<file path="config.mk">
export PLATFORM = sky130hd
export DESIGN_NAME = fifo_rd_packer_flat
export DESIGN_NICKNAME = d
export VERILOG_FILES = /design/src/rtl/fifo_rd_packer_if.sv /design/src/rtl/fifo_rd_packer.sv /design/src/flat_wrapper.sv
export SDC_FILE = /design/constraint.sdc
export NUM_CORES = 1
export LEC_CHECK = 0
export BUFFER_PORTS_ARGS = -buffer_cell sky130_fd_sc_hd__clkbuf_2
export CORE_MARGIN = 5
export CORE_UTILIZATION = 26
export CTS_CLUSTER_SIZE = 30
export DETAILED_ROUTE_END_ITERATION = 8
export GPL_ROUTABILITY_DRIVEN = 0
export PLACE_DENSITY = 0.52
export SLEW_MARGIN = 25
export SYNTH_ARGS = -nofsm -noshare
export SYNTH_HDL_FRONTEND = slang
export SYNTH_SLANG_ARGS = --single-unit
</file>
<file path="constraint.sdc">
create_clock -name rd_clk -period 2.9 [get_ports rd_clk]
set_clock_uncertainty 0.05 [all_clocks]
set_input_delay 0.29 -clock rd_clk [delete_from_list [all_inputs] [get_ports rd_clk]]
set_output_delay 0.29 -clock rd_clk [all_outputs]
set_load 0.02 [all_outputs]
</file>
<file path="src/rtl/fifo_rd_packer_if.sv">
// rtl/fifo_rd_packer_if.sv - FIFO read port and packed word stream bundle for fifo_rd_packer
// Purpose: groups the FIFO show-ahead read port, the flush request and the packed
//          valid/ready output of fifo_rd_packer into one interface.
// Signals:
//   fifo_data  [IN_WIDTH]            FIFO head entry, valid when fifo_empty=0
//   fifo_empty                       FIFO empty flag
//   fifo_rd_en                       pop request (driven by the packer)
//   flush                            single-cycle partial-word flush request
//   out_data   [IN_WIDTH*OUT_BYTES]  packed word, byte 0 in the LSBs
//   out_keep   [OUT_BYTES]           per-lane valid mask
//   out_valid / out_ready            output handshake
// Modports: master = packer side, slave = FIFO/downstream side.
interface fifo_rd_packer_if #(
  parameter int IN_WIDTH  = 8,
  parameter int OUT_BYTES = 4
);
  logic [IN_WIDTH-1:0]           fifo_data;
  logic                          fifo_empty;
  logic                          fifo_rd_en;
  logic                          flush;
  logic [IN_WIDTH*OUT_BYTES-1:0] out_data;
  logic [OUT_BYTES-1:0]          out_keep;
  logic                          out_valid;
  logic                          out_ready;

  modport master (
    input  fifo_data, fifo_empty, flush, out_ready,
    output fifo_rd_en, out_data, out_keep, out_valid
  );

  modport slave (
    output fifo_data, fifo_empty, flush, out_ready,
    input  fifo_rd_en, out_data, out_keep, out_valid
  );
endinterface

</file>
<file path="src/rtl/fifo_rd_packer.sv">
// rtl/fifo_rd_packer.sv - packs show-ahead FIFO bytes little-endian into wide words
// Purpose: pops entries from the async FIFO read port, packs OUT_BYTES of them into
//          one word (lane 0 in the LSBs) and presents it on a valid/ready output
//          with a keep mask; partial words leave on flush.
// Ports:
//   rd_clk  read-domain clock
//   rd_rst  synchronous active-high reset
//   bus     fifo_rd_packer_if.master (fifo_data/fifo_empty/fifo_rd_en, flush,
//           out_data/out_keep/out_valid/out_ready)
// Optional: define PACKER_TIMEOUT_EN to auto-flush a partial word after TIMEOUT
//           idle cycles.
module fifo_rd_packer #(
  parameter int IN_WIDTH  = 8,
  parameter int OUT_BYTES = 4,
  parameter int TIMEOUT   = 64
) (
  input  logic             rd_clk,
  input  logic             rd_rst,
  fifo_rd_packer_if.master bus
);
  localparam int CW = $clog2(OUT_BYTES + 1);
  localparam int LW = $clog2(OUT_BYTES);
  localparam int DW = IN_WIDTH * OUT_BYTES;

  logic [DW-1:0]        acc_q, acc_d;
  logic [CW-1:0]        cnt_q, cnt_d;
  logic                 flush_pend_q, flush_pend_d;
  logic [DW-1:0]        out_data_q, out_data_d;
  logic [OUT_BYTES-1:0] out_keep_q, out_keep_d;
  logic                 out_valid_q, out_valid_d;

  logic                 out_free, xfer_full, xfer_flush, pop, timeout_hit;
  logic [LW-1:0]        lane;
  logic [OUT_BYTES-1:0] keep_part;

`ifdef PACKER_TIMEOUT_EN
  localparam int TW = $clog2(TIMEOUT + 1);
  logic [TW-1:0] idle_q, idle_d;

  // Idle cycles with a partial word held; reaching TIMEOUT requests a flush.
  always_comb begin
    idle_d      = idle_q;
    timeout_hit = 1'b0;
    if (pop || cnt_q == '0) begin
      idle_d = '0;
    end else if (idle_q == TW'(TIMEOUT)) begin
      idle_d      = '0;
      timeout_hit = 1'b1;
    end else if (!flush_pend_q) begin
      idle_d = idle_q + 1'b1;
    end
  end

  always_ff @(posedge rd_clk) begin
    if (rd_rst) idle_q <= '0;
    else        idle_q <= idle_d;
  end
`else
  logic unused_timeout;
  assign unused_timeout = (TIMEOUT > 0);
  assign timeout_hit    = 1'b0;
`endif

  always_comb begin
    out_free   = !out_valid_q || bus.out_ready;
    xfer_full  = (cnt_q == CW'(OUT_BYTES)) && out_free;
    xfer_flush = flush_pend_q && (cnt_q != '0) && (cnt_q < CW'(OUT_BYTES)) && out_free;
    // A pending or arriving flush freezes popping so the partial word is well defined.
    pop = !rd_rst && !bus.fifo_empty && !flush_pend_q && !bus.flush &&
          ((cnt_q < CW'(OUT_BYTES)) || xfer_full);
    // When the full word leaves this cycle the incoming byte starts a new word.
    lane = xfer_full ? '0 : cnt_q[LW-1:0];

    for (int i = 0; i < OUT_BYTES; i++) begin
      keep_part[i] = (CW'(i) < cnt_q);
    end

    // Accumulator is zeroed on every transfer so unfilled lanes of a flush read as 0.
    acc_d = acc_q;
    cnt_d = cnt_q;
    if (xfer_full || xfer_flush) begin
      acc_d = '0;
      cnt_d = '0;
    end
    if (pop) begin
      acc_d[lane*IN_WIDTH +: IN_WIDTH] = bus.fifo_data;
      cnt_d = cnt_d + 1'b1;
    end

    out_data_d  = out_data_q;
    out_keep_d  = out_keep_q;
    out_valid_d = out_valid_q;
    if (xfer_full) begin
      out_data_d  = acc_q;
      out_keep_d  = '1;
      out_valid_d = 1'b1;
    end else if (xfer_flush) begin
      out_data_d  = acc_q;
      out_keep_d  = keep_part;
      out_valid_d = 1'b1;
    end else if (bus.out_ready) begin
      out_valid_d = 1'b0;
    end

    // With a full accumulator the flag survives until the word has left.
    flush_pend_d = flush_pend_q;
    if (xfer_flush || (flush_pend_q && cnt_q == '0)) flush_pend_d = 1'b0;
    if (timeout_hit || bus.flush)                     flush_pend_d = 1'b1;
  end

  always_ff @(posedge rd_clk) begin
    if (rd_rst) begin
      acc_q        <= '0;
      cnt_q        <= '0;
      flush_pend_q <= 1'b0;
      out_data_q   <= '0;
      out_keep_q   <= '0;
      out_valid_q  <= 1'b0;
    end else begin
      acc_q        <= acc_d;
      cnt_q        <= cnt_d;
      flush_pend_q <= flush_pend_d;
      out_data_q   <= out_data_d;
      out_keep_q   <= out_keep_d;
      out_valid_q  <= out_valid_d;
    end
  end

  assign bus.fifo_rd_en = pop;
  assign bus.out_data   = out_data_q;
  assign bus.out_keep   = out_keep_q;
  assign bus.out_valid  = out_valid_q;
endmodule

</file>
<file path="src/flat_wrapper.sv">
// flat-port wrapper written by rule: the top's interface ports become plain ports
module fifo_rd_packer_flat 
#(
  parameter int IN_WIDTH  = 8,
  parameter int OUT_BYTES = 4,
  parameter int TIMEOUT   = 64
)
  (rd_clk, rd_rst, bus_fifo_data, bus_fifo_empty, bus_flush, bus_out_ready, bus_fifo_rd_en, bus_out_data, bus_out_keep, bus_out_valid);
  fifo_rd_packer_if #(.IN_WIDTH(IN_WIDTH), .OUT_BYTES(OUT_BYTES)) bus_i ();
  input  logic rd_clk;
  input  logic rd_rst;
  input wire logic [$bits(bus_i.fifo_data)-1:0] bus_fifo_data;
  input wire logic [$bits(bus_i.fifo_empty)-1:0] bus_fifo_empty;
  input wire logic [$bits(bus_i.flush)-1:0] bus_flush;
  input wire logic [$bits(bus_i.out_ready)-1:0] bus_out_ready;
  output wire logic [$bits(bus_i.fifo_rd_en)-1:0] bus_fifo_rd_en;
  output wire logic [$bits(bus_i.out_data)-1:0] bus_out_data;
  output wire logic [$bits(bus_i.out_keep)-1:0] bus_out_keep;
  output wire logic [$bits(bus_i.out_valid)-1:0] bus_out_valid;
  assign bus_i.fifo_data = bus_fifo_data;
  assign bus_i.fifo_empty = bus_fifo_empty;
  assign bus_i.flush = bus_flush;
  assign bus_i.out_ready = bus_out_ready;
  assign bus_fifo_rd_en = bus_i.fifo_rd_en;
  assign bus_out_data = bus_i.out_data;
  assign bus_out_keep = bus_i.out_keep;
  assign bus_out_valid = bus_i.out_valid;
  fifo_rd_packer #(.IN_WIDTH(IN_WIDTH), .OUT_BYTES(OUT_BYTES), .TIMEOUT(TIMEOUT)) u_core (.rd_clk(rd_clk), .rd_rst(rd_rst), .bus(bus_i));
endmodule
</file>
Yosys cells after proc, flatten, opt, wreduce, memory -nomap -nowiden
Cells that the tools add are included.
{"block": "totals", "regBits": 73, "input_bits": 13, "out_inout_bits": 38, "wordCells": 54}
{"block": "op_classes", "n_addsub": 2, "magnitude_cmp": 5, "n_eq_ne": 1, "shift": 2, "n_mux": 15, "reduce_logical": 23}
{"op": "$mux 32", "count": 4}
{"op": "$neg 5->34", "count": 1}
{"op": "$shift 8x34->32 const A", "count": 1}
{"op": "$shiftx 8x34->32", "count": 1}
{"op": "$bwmux 32", "count": 1}
{"op": "$logic_and 1x1->1", "count": 9}
{"op": "$mux 4", "count": 2}
{"op": "$lt 1x3->1 const A", "count": 2}
{"op": "$lt 2x3->1 const A", "count": 2}
{"op": "$mux 3", "count": 2}
{"op": "$reduce_bool 3->1", "count": 2}
{"op": "$logic_not 1->1", "count": 5}
{"op": "$mux 1", "count": 5}
{"op": "$logic_or 1x1->1", "count": 4}
{"op": "$reduce_bool 2->1", "count": 2}
{"op": "$add 3x1->3 const B", "count": 1}
{"op": "$eq 3x3->1 const B", "count": 1}
{"op": "$logic_not 3->1", "count": 1}
{"op": "$lt 3x3->1 const B", "count": 1}
{"op": "$mux 2", "count": 1}

Logic depth before layout (Yosys ltp)
Gate-level depths: netlist (run 1).
{"block": "depth", "ltp_word": 8, "mapped_depth": 11, "ltp_nobuf": 8}

Worst setup path before layout (run 1)
No wires, ideal clock.
{"block": "synth_timing", "kind": "reg2reg", "start": "register u_core.cnt_q[0]", "end": "register u_core.cnt_q[1]", "setup_time_ns": 0.125, "arrival_ns": 2.041, "required_time_ns": 2.725, "path_slack_ns": 0.684, "path_stages_with_launch": 11, "n_path_buf": 3, "path_cell_list": "dfxtp_1 buf_2 inv_1 ha_1 nor2_1 and3_1 buf_2 clkbuf_1 nor2_1 ha_1 o2bb2ai_1"}
{"block": "synth_via", "elab_chain_len": 8}
{"element": "start, declared", "line": "fifo_rd_packer.sv:26", "source": "logic [CW-1:0] cnt_q, cnt_d;"}
{"element": "start signal, assigned", "line": "fifo_rd_packer.sv:121", "source": "cnt_q <= cnt_d;"}
{"element": "parallel branches: the longest is 7 deep, another holds $lt 3x3->1"}
{"element": "$mux 3 *", "line": "fifo_rd_packer.sv:85", "source": "if (pop) begin"}
Mark *: on every way between the ends.
A chain may end at the register's enable or synchronous reset.

Worst setup path after layout (run 1)
{"block": "layout_timing", "start": "register u_core.cnt_q[0]", "end": "output bus_fifo_rd_en"}
{"block": "layout_via", "elab_chain_len": 4}
{"element": "parallel branches: the longest is 2 deep, another holds $lt 3x3->1"}
{"element": "$logic_or 1x1->1 *", "line": "fifo_rd_packer.sv:70", "source": "((cnt_q < CW'(OUT_BYTES)) || xfer_full);"}
{"element": "$logic_and 1x1->1 *", "line": "fifo_rd_packer.sv:69", "source": "pop = !rd_rst && !bus.fifo_empty && !flush_pend_q && !bus.flush &&"}
{"element": "end, declared", "line": "flat_wrapper.sv:16", "source": "output wire logic [$bits(bus_i.fifo_rd_en)-1:0] bus_fifo_rd_en;"}
Marked as above.

==> results.txt, run 1 <==
Max Slew Vio Count = 0
drt initial violations = 110
port bufs = 50
clock root buffer master = clkbuf_8
Post-CTS Hold Buffers = 0
DRT antenna net count = 0
CTS H-Tree Depth = 3
synth unique cells = 35
Synth Area in Simple Gates = 0.1462
number of flops mapped to enable cells by yosys = 0
layout cells sized above 1 = 0.2209
Clock Path Buffers = 2
synth top area cells = dfxtp_1 51%, a21oi_1 6.1%, nand3_1 6.1%, o21ai_0 5.6%, o2bb2ai_1 5.2%
Clock transition at path regs = 0.08 ns
grt total ovfl = 0
Rows = 38
Gate power share = 0.056
Hold Crit Depth = 3
RSZ-0062 raised after global routing = no
DR vias = 2381
mux contribution to synthesized area = 0
Post-Place Setup Slack = 0.6324 ns
CP Launch Type = flip-flop
Final Core Density = 0.3174
vias in the first global route = 2355
Ports = 51
worst setup margin = 0.5891 ns
Peak supply drop = 216.7 uV
cell taking the most area after synthesis = dfxtp_1
Synth Area in Adders = 0.02603
Cell Area, Synth = 2884 sq um
clk_lat worst skew = 0.35 ns
most common flop cell mapped by yosys = dfxtp_1
largest net degree at the start of global routing = 62
crit path DAT = 1.97 ns
Routed WL per cell = 15.81 um
Power Density = 553.4 nW/um^2
XOR/XNOR Fraction of Synth Area = 0
initial antenna violation count = 0
Flop pwr share = 0.533
Die Footprint = 13300 sq um
crit path max fanout = 11
CORE AREA = 10840 sq um
reg-to-reg endpoint = u_core.cnt_q[0]
Leak = 1.247 nW
final critical-path share of the clock period = 0.7969
#FFs+latches synth = 73
CTS resizes = 0
Area Growth Syn to Fin = 19.31%
largest family of logic cells by synthesized area = compound AO/OA/AOI/OAI gates
sw frac = 0.2308
Clk network pwr share = 0.411
total iterations of the first detailed-routing run = 4
syn_nets = 317
internal power = 1.465 mW
chip width = 115.3 um
Synth Area in Compound Gates = 0.2759
first-pass GRT wire length = 12030 um
Synth Warn # = 0
fmax = 432.7 MHz
Hold Path Sink = u_core.flush_pend_q
share of the synthesized area in the top cell type = 0.5067
wirelength, routed = 7652 um
Max-slew headroom = 0.4137
net switching power = 439.6 uW
Avg Cell Area, Syn = 9.678 sq um
Total Power = 1.904 mW
drt drc = 0
total clock sinks = 73
Starting Density = 0.2660
crit path time final = 2.311 ns
outcome = complete, no violations
count leader, synth = dfxtp_1
Post-Syn Instances = 298
sequential fraction of the synthesis area = 0.5067
setup_tns = 0 ns
HP Start = bus_flush
CP Capture Type = output port
Worst Hold Class = in -> reg
final setup fails = 0
vias per cell = 4.919
critical path class = reg -> out
FF-to-FF setup slack = 0.61 ns
GRT Resource Usage Total = 0.1160
asr flop ratio synth = 0
chip height = 115.3 um
Final Hold Vio Count = 0
MaxCap Viol Count = 0
Worst Max-Slew Pin Slew = 0.8722 ns
antenna cells = 0
worst hold slack = 0.1251 ns
Synth top cells by count = 73 x dfxtp_1, 35 x a21oi_1, 35 x nand3_1
worst r2r src = u_core.cnt_q[0]
HPWL Detailed = 5214 um
final net count = 358
Worst R2R Path Depth = 7
CTS Buf Count = 9
setup bufs post-CTS = 0
worst path required time = 2.56 ns
CTS tree = done
[cells by family after synthesis]
family / count (synthesis)
AND/OR/NAND/NOR: 75
AO/OA/AOI/OAI: 114
adder cells (fa/ha/maj): 6
buffers and inverters: 30
flip-flops: 73
[worst max-delay path, stage by stage (launching register included)]
cell and delay (ns):
dfxtp_1 0.54, nor2_1 0.15, a21boi_0 0.59, nor2_1 0.15, clkbuf_2 0.20
[power groups by stage]
stage	clock network [mW]	registers, mW	logic (mW)
6_report	0.782	1.01	0.107
3_5_place_dp	0	1.04	0.107
2_1_floorplan	0	1.04	0.0731
4_1_cts	0.807	1.01	0.108
3_3_place_gp	0	1.04	0.106
5_1_grt	0.847	1.02	0.117
[layout make-up]
class / instances / area [sq um]
fill: 1189 / 7400
sequential: 73 / 1461
multi-input combinational: 195 / 1292
timing repair buffer: 56 / 307.8
tap: 140 / 175.2
clock buffer: 13 / 148.9
clock inverter: 3 / 40.04
inverter: 4 / 15.01
[worst max path at each step]
stage	slack [ns]	start	cells after the start	endpoint
final	0.59	u_core.cnt_q[0]	4	bus_fifo_rd_en
after global routing	0.41	u_core.cnt_q[0]	7	u_core.cnt_q[1]
after CTS	0.57	u_core.cnt_q[0]	4	bus_fifo_rd_en
after detailed placement	0.63	u_core.cnt_q[0]	7	u_core.cnt_q[0]
after global placement	0.69	u_core.cnt_q[0]	7	u_core.cnt_q[0]
after floorplan	0.68	u_core.cnt_q[0]	10	u_core.cnt_q[1]
[sequential cells by signal (all words and copies together), names as in the netlist]
register,cells
u_core.bus.out_keep,4
u_core.bus.out_valid,1
u_core.acc_q,32
u_core.bus.out_data,32
u_core.flush_pend_q,1
u_core.cnt_q,3
[stage by stage]
stage	instances	cell area [sq um]
floorplan	298	2884
global placement	468	3252
detailed placement	468	3252
CTS	484	3441
global route	484	3441
finish	484	3441
[layout by cell type, fill, tap and decap left out, types with 7 or more instances in the layout]
| master | netlist | final |
|---|---|---|
| dfxtp_1 | 73 | 73 |
| clkbuf_2 | 0 | 50 |
| a21oi_1 | 35 | 35 |
| nand3_1 | 35 | 35 |
| o21ai_0 | 32 | 32 |
| o2bb2ai_1 | 17 | 17 |
| a22o_1 | 16 | 16 |
| clkbuf_8 | 0 | 10 |
| nand2b_1 | 9 | 9 |
| nor2b_1 | 9 | 9 |
| nor2_1 | 7 | 7 |
[metal layers]
metal / global-route usage / wire, um / vias to the layer above
met5: 0 / 0 / -
met4: 0.02817 / 82 / 0
met3: 0.04579 / 457 / 9
met2: 0.1836 / 3522 / 62
met1: 0.1486 / 3589 / 1132
li1: - / - / 1178
Power figures use the tool's default switching activity.
==> run 2: changes to the inputs <==
==> constraint.sdc (replaced) <==
create_clock -name rd_clk -period 2.2 [get_ports rd_clk]
set_clock_uncertainty 0.05 [all_clocks]
set_input_delay 0.22 -clock rd_clk [delete_from_list [all_inputs] [get_ports rd_clk]]
set_output_delay 0.22 -clock rd_clk [all_outputs]
set_load 0.02 [all_outputs]
==> run 2 against run 1 <==
Effect of this change:
- core utilization is 0.38 points higher
- total power is 24% higher
- clock-buffer cell count is 1 lower
- critical path type unchanged
- highest routed layer unchanged
==> results.txt, run 2 (same netlist as run 1, synthesis figures left out) <==
critical path class = reg -> out
first-pass GRT wire length = 12340 um (+2.6%)
crit path DAT = 1.82 ns (-0.15 ns)
Starting Density = 0.2660 (unchanged)
CP Launch Type = flip-flop
DRT antenna net count = 0 (unchanged)
layout cells sized above 1 = 0.2429 (+0.02201)
CTS tree = done
HPWL Detailed = 5342 um (+2.4%)
slowest stage delay, CP = 0.59 ns (about the same)
Routed WL per cell = 15.38 um (-2.7%)
sw frac = 0.2442 (+0.01333)
vias in the first global route = 2354 (-0.042%)
CTS H-Tree Depth = 3 (unchanged)
slowest CP cell = or4_1
final critical-path share of the clock period = 0.9478
Die Footprint = 13300 sq um (unchanged)
antenna cells = 0 (unchanged)
worst hold slack = 0.05465 ns (-0.07045 ns)
Ports = 51 (unchanged)
clk_lat worst skew = 0.35 ns (about the same)
crit-path cells = or4_1, buf_4, nor2_1, clkbuf_2
Worst Max-Slew Pin Slew = 0.6709 ns (-0.2012 ns)
CORE AREA = 10840 sq um (unchanged)
drt initial violations = 111 (+0.91%)
Peak supply drop = 264.7 uV (+22%)
Gate power share = 0.063 (+0.007)
Metal-1 WL = 3659 um (+2.0%)
Post-CTS Hold Buffers = 0 (unchanged)
outcome = complete, no violations
commonest non-fill, non-tap cell in the layout = dfxtp_1
RSZ-0062 raised after global routing = no
commonest non-fill, non-tap cells in the layout = 73 x dfxtp_1, 50 x clkbuf_2, 35 x a21oi_1, 35 x nand3_1, 32 x o21ai_0
Flop pwr share = 0.565 (+0.032)
final setup fails = 0 (unchanged)
CP delay by family, top = simple AND/OR/NAND/NOR gates
CTS Buf Count = 9 (unchanged)
internal power = 1.785 mW (+22%)
fmax = 479.6 MHz
total iterations of the first detailed-routing run = 4 (unchanged)
drt drc = 0 (unchanged)
Highest Signal Layer = met4
area taken by multi-input logic gates = 1292 sq um (unchanged)
port bufs = 50 (unchanged)
dpl cells = 478 (+2.1%)
Worst Hold Class = in -> reg
largest net degree at the start of global routing = 62 (unchanged)
grt total ovfl = 0 (unchanged)
wirelength, routed = 7598 um (-0.71%)
Max-slew headroom = 0.5527 (+0.1390)
Clk network pwr share = 0.372 (-0.039)
Clock transition at path regs = 0.08 ns (about the same)
CP bufs+invs = 2 (+1)
crit path time final = 2.085 ns
DR WL met3 = 401 um (-12%)
Final Hold Vio Count = 0 (unchanged)
chip height = 115.3 um (unchanged)
total clock sinks = 73 (unchanged)
CP Capture Type = output port
initial antenna violation count = 0 (unchanged)
Area Growth Syn to Fin = 20.74%
Power Density = 678.3 nW/um^2 (+23%)
Register Area = 1461 sq um (unchanged)
Clock Path Buffers = 2 (unchanged)
Filler cells = 1194 (+0.42%)
MaxCap Viol Count = 0 (unchanged)
DR vias = 2410 (+1.2%)
clock root buffer master = clkbuf_8
Max Slew Vio Count = 0 (unchanged)
vias per cell = 4.879 (-0.83%)
Leak = 1.284 nW (+3.0%)
met2 wire len = 3468 um (-1.5%)
Rows = 38 (unchanged)
net switching power = 576.7 uW (+31%)
worst path required time = 1.93 ns (-0.63 ns)
Layout Cells excl Fill = 494 (+2.1%)
setup_tns = 0 ns (unchanged)
crit path max fanout = 5 (-6)
GRT Resource Usage Total = 0.1191 (+0.003165)
final net count = 368 (+2.8%)
chip width = 115.3 um (unchanged)
run 2: per-layer routing:
layer,track usage,vias to the layer above
met2,0.1852,46
met5,0,-
met1,0.1567,1151
met4,0.03443,0
met3,0.04158,7
li1,-,1206
run 2: layout make-up:
class                   count  share of cell area
well taps                 140             0.05031
multi-input cells         195              0.3712
repair buffers             66              0.1100
clock buffers              12             0.03881
inverters                   4            0.004312
clock inverters             4            0.005749
flip-flops and latches     73              0.4197
run 2: what timing repair did:
item                                    in CTS  in global routing
setup buffers                                0                  0
endpoints found under the setup margin       0                  3
gates resized for setup                      0                  1
run 2: path summary, 6_finish.rpt:
kind | startpoint | endpoint | slack (ns) | depth (start not counted)
worst max register to register | u_core.cnt_q[0] | u_core.acc_q[30] | 0.16 | 6
worst max-delay path | u_core.flush_pend_q | bus_fifo_rd_en | 0.11 | 4
worst min register to register | u_core.acc_q[27] | u_core.acc_q[27] | 0.41 | 1
worst min-delay path | bus_flush | u_core.flush_pend_q | 0.05 | 3
run 2: power by group through the flow:
stage | clock [mW] | sequential, mW | combinational (mW)
3_5_place_dp | 0 | 1.37 | 0.150
4_1_cts | 0.915 | 1.33 | 0.151
3_3_place_gp | 0 | 1.37 | 0.149
2_1_floorplan | 0 | 1.37 | 0.0965
5_1_grt | 0.973 | 1.33 | 0.165
6_report | 0.878 | 1.33 | 0.149
run 2: worst reg2reg max path, stage by stage, from the launching register on:
cell	delay [ns]
dfxtp_1	0.33
buf_4	0.17
nor2_1	0.10
and3_1	0.32
buf_4	0.24
a2111oi_4	0.58
o2bb2ai_1	0.17
run 2: metrics by stage:
step | total power [mW] | util | worst slack, ns | cell area (sq um)
finish | 2.362 | 0.3212 | 0.1149 | 3482
detailed placement | 1.515 | 0.3069 | 0.1688 | 3327
global route | 2.473 | 0.3212 | 0.009207 | 3482
floorplan | 1.464 | - | 0.05832 | 2885
CTS | 2.401 | 0.3212 | 0.02587 | 3482
global placement | 1.515 | 0.3069 | 0.2356 | 3327
==> run 3: changes to the inputs <==
==> constraint.sdc (replaced) <==
create_clock -name rd_clk -period 2.2 [get_ports rd_clk]
set_clock_uncertainty 0.05 [all_clocks]
set_input_delay 0 -clock rd_clk [delete_from_list [all_inputs] [get_ports rd_clk]]
set_output_delay 0 -clock rd_clk [all_outputs]
set_load 0.02 [all_outputs]
==> run 3 against run 2 <==
Effect of this change:
- flip-flop and latch count is the same
- via count up 0.37%
- fmax grew 2.7%
- first-iteration DRC count grew 2.7%
- critical endpoint is now u_core.acc_q[0]
- largest power group unchanged
- highest routed layer unchanged
==> results.txt, run 3 (same netlist as run 1, synthesis figures left out) <==
chip width = 115.3 um (unchanged)
Starting Density = 0.2660 (unchanged)
chip height = 115.3 um (unchanged)
slowest CP cell = a2111oi_2
RSZ-0062 raised after global routing = no
Clock transition at path regs = 0.08 ns (about the same)
CTS resizes = 0 (unchanged)
total iterations of the first detailed-routing run = 4 (unchanged)
Die Footprint = 13300 sq um (unchanged)
Worst Max-Slew Pin Slew = 0.6783 ns (+0.007325 ns)
clock root buffer master = clkbuf_8
final net count = 378 (+2.7%)
Max Slew Vio Count = 0 (unchanged)
MaxCap Viol Count = 0 (unchanged)
crit-path cells = inv_1, ha_1, nor2_1, and3_1, buf_4, a2111oi_2, buf_4, o2bb2ai_1
drt drc = 0 (unchanged)
Ports = 51 (unchanged)
CTS tree = done
clk_lat worst skew = 0.35 ns (about the same)
Area Growth Syn to Fin = 25.64%
commonest non-fill, non-tap cells in the layout = 73 x dfxtp_1, 50 x clkbuf_2, 35 x a21oi_1, 35 x nand3_1, 32 x o21ai_0
crit path time final = 2.030 ns (-0.05535 ns)
drt initial violations = 114 (+2.7%)
largest net degree at the start of global routing = 62 (unchanged)
CP Launch Type = flip-flop
slowest stage delay, CP = 0.36 ns (-0.23 ns)
grt total ovfl = 0 (unchanged)
commonest non-fill, non-tap cell in the layout = dfxtp_1
DRT antenna net count = 0 (unchanged)
GRT Resource Usage Total = 0.1180 (-0.001146)
final critical-path share of the clock period = 0.9226 (-0.02516)
antenna cells = 0 (unchanged)
setup bufs post-CTS = 0 (unchanged)
crit path max fanout = 16 (+11)
CP delay by family, top = buffers and inverters
Clock Path Buffers = 2 (unchanged)
wirelength, routed = 7626 um (+0.37%)
setup_tns = 0 ns (unchanged)
Worst path most repeated cell = buf_4
HPWL Detailed = 5360 um (+0.35%)
port bufs = 50 (unchanged)
Final Hold Vio Count = 0 (unchanged)
critical path class = reg -> reg
fmax = 492.7 MHz (+2.7%)
Routed WL per cell = 15.13 um (-1.6%)
vias in the first global route = 2386 (+1.4%)
final setup fails = 0 (unchanged)
layout cells sized above 1 = 0.2418 (-0.001180)
Max-slew headroom = 0.5438 (-0.008940)
CP Capture Type = flip-flop
Leak = 1.335 nW (+4.0%)
worst hold slack = 0.07674 ns (+0.02210 ns)
Rows = 38 (unchanged)
Power Density = 701.3 nW/um^2 (+3.4%)
initial antenna violation count = 0 (unchanged)
CP bufs+invs = 3 (+1)
CTS H-Tree Depth = 3 (unchanged)
Layout Cells excl Fill = 504 (+2.0%)
dpl cells = 478 (unchanged)
worst path required time = 2.42 ns (+0.49 ns)
crit path DAT = 2.25 ns (+0.43 ns)
total clock sinks = 73 (unchanged)
Worst Hold Class = in -> reg
outcome = complete, no violations
Final Core Density = 0.3343 (+0.01304)
CORE AREA = 10840 sq um (unchanged)
DR vias = 2419 (+0.37%)
CTS Buf Count = 9 (unchanged)
vias per cell = 4.800 (-1.6%)
first-pass GRT wire length = 12350 um (+0.11%)
Peak supply drop = 439.7 uV (+66%)
[run 3: cell types whose count changed in the layout (fill, tap and decap cells not counted), sizes merged]
cell,previous run,this run
clkinvlp,0,2
clkbuf,62,61
clkinv,4,2
bufinv,0,1
dlygate4sd3,0,10
[run 3: worst reg2reg max path, stage by stage (launching register included)]
cell,delay (ns)
dfxtp_1,0.32
inv_1,0.11
ha_1,0.27
nor2_1,0.08
and3_1,0.23
buf_4,0.20
a2111oi_2,0.36
buf_4,0.22
o2bb2ai_1,0.12
[run 3: through the flow]
stage / instance area [sq um] / setup WS (ns) / total power [mW]
detailed placement: 3327 / 0.1896 / 1.517
floorplan: 2885 / 0.05832 / 1.464
finish: 3623 / 0.1702 / 2.541
CTS: 3623 / 0.1545 / 2.570
global placement: 3327 / 0.2337 / 1.517
global route: 3623 / 0.002067 / 2.659
[run 3: path summary, 6_finish.rpt]
path | from | endpoint | slack (ns) | depth (start not counted)
worst max register to register | u_core.cnt_q[0] | u_core.acc_q[0] | 0.17 | 8
worst min register to register | u_core.acc_q[30] | u_core.acc_q[30] | 0.41 | 1
worst min-delay path | bus_out_ready | u_core.bus.out_valid | 0.08 | 3
worst max-delay path | u_core.cnt_q[0] | u_core.acc_q[0] | 0.17 | 8
[run 3: layer usage]
metal,up-vias,routed length [um],global-route usage,part of all wire
met5,-,0,0,0
met3,8,404,0.04737,0.053
met4,0,60,0.02347,0.0079
li1,1217,-,-,-
met2,42,3521,0.1817,0.46
met1,1152,3640,0.1572,0.48
[run 3: repair_timing]
item	in CTS	in global routing
endpoints found under the hold margin	18	0
setup endpoints to repair	0	8
hold buffers	10	0
[run 3: area by class of cell]
type | instances | area (sq um)
inverters | 4 | 15.01
clock inverters | 5 | 55.05
well taps | 140 | 175.2
repair buffers | 76 | 483.0
fillers | 1166 | 7217
clock buffers | 11 | 141.4
multi-input cells | 195 | 1292
flip-flops and latches | 73 | 1461
[run 3: power breakdown]
part | internal (mW) | total [mW] | switching, mW
clock | 0.551 | 1.04 | 0.491
combinational | 0.0649 | 0.165 | 0.100
sequential | 1.33 | 1.33 | 0.00512
total | 1.94 | 2.54 | 0.596
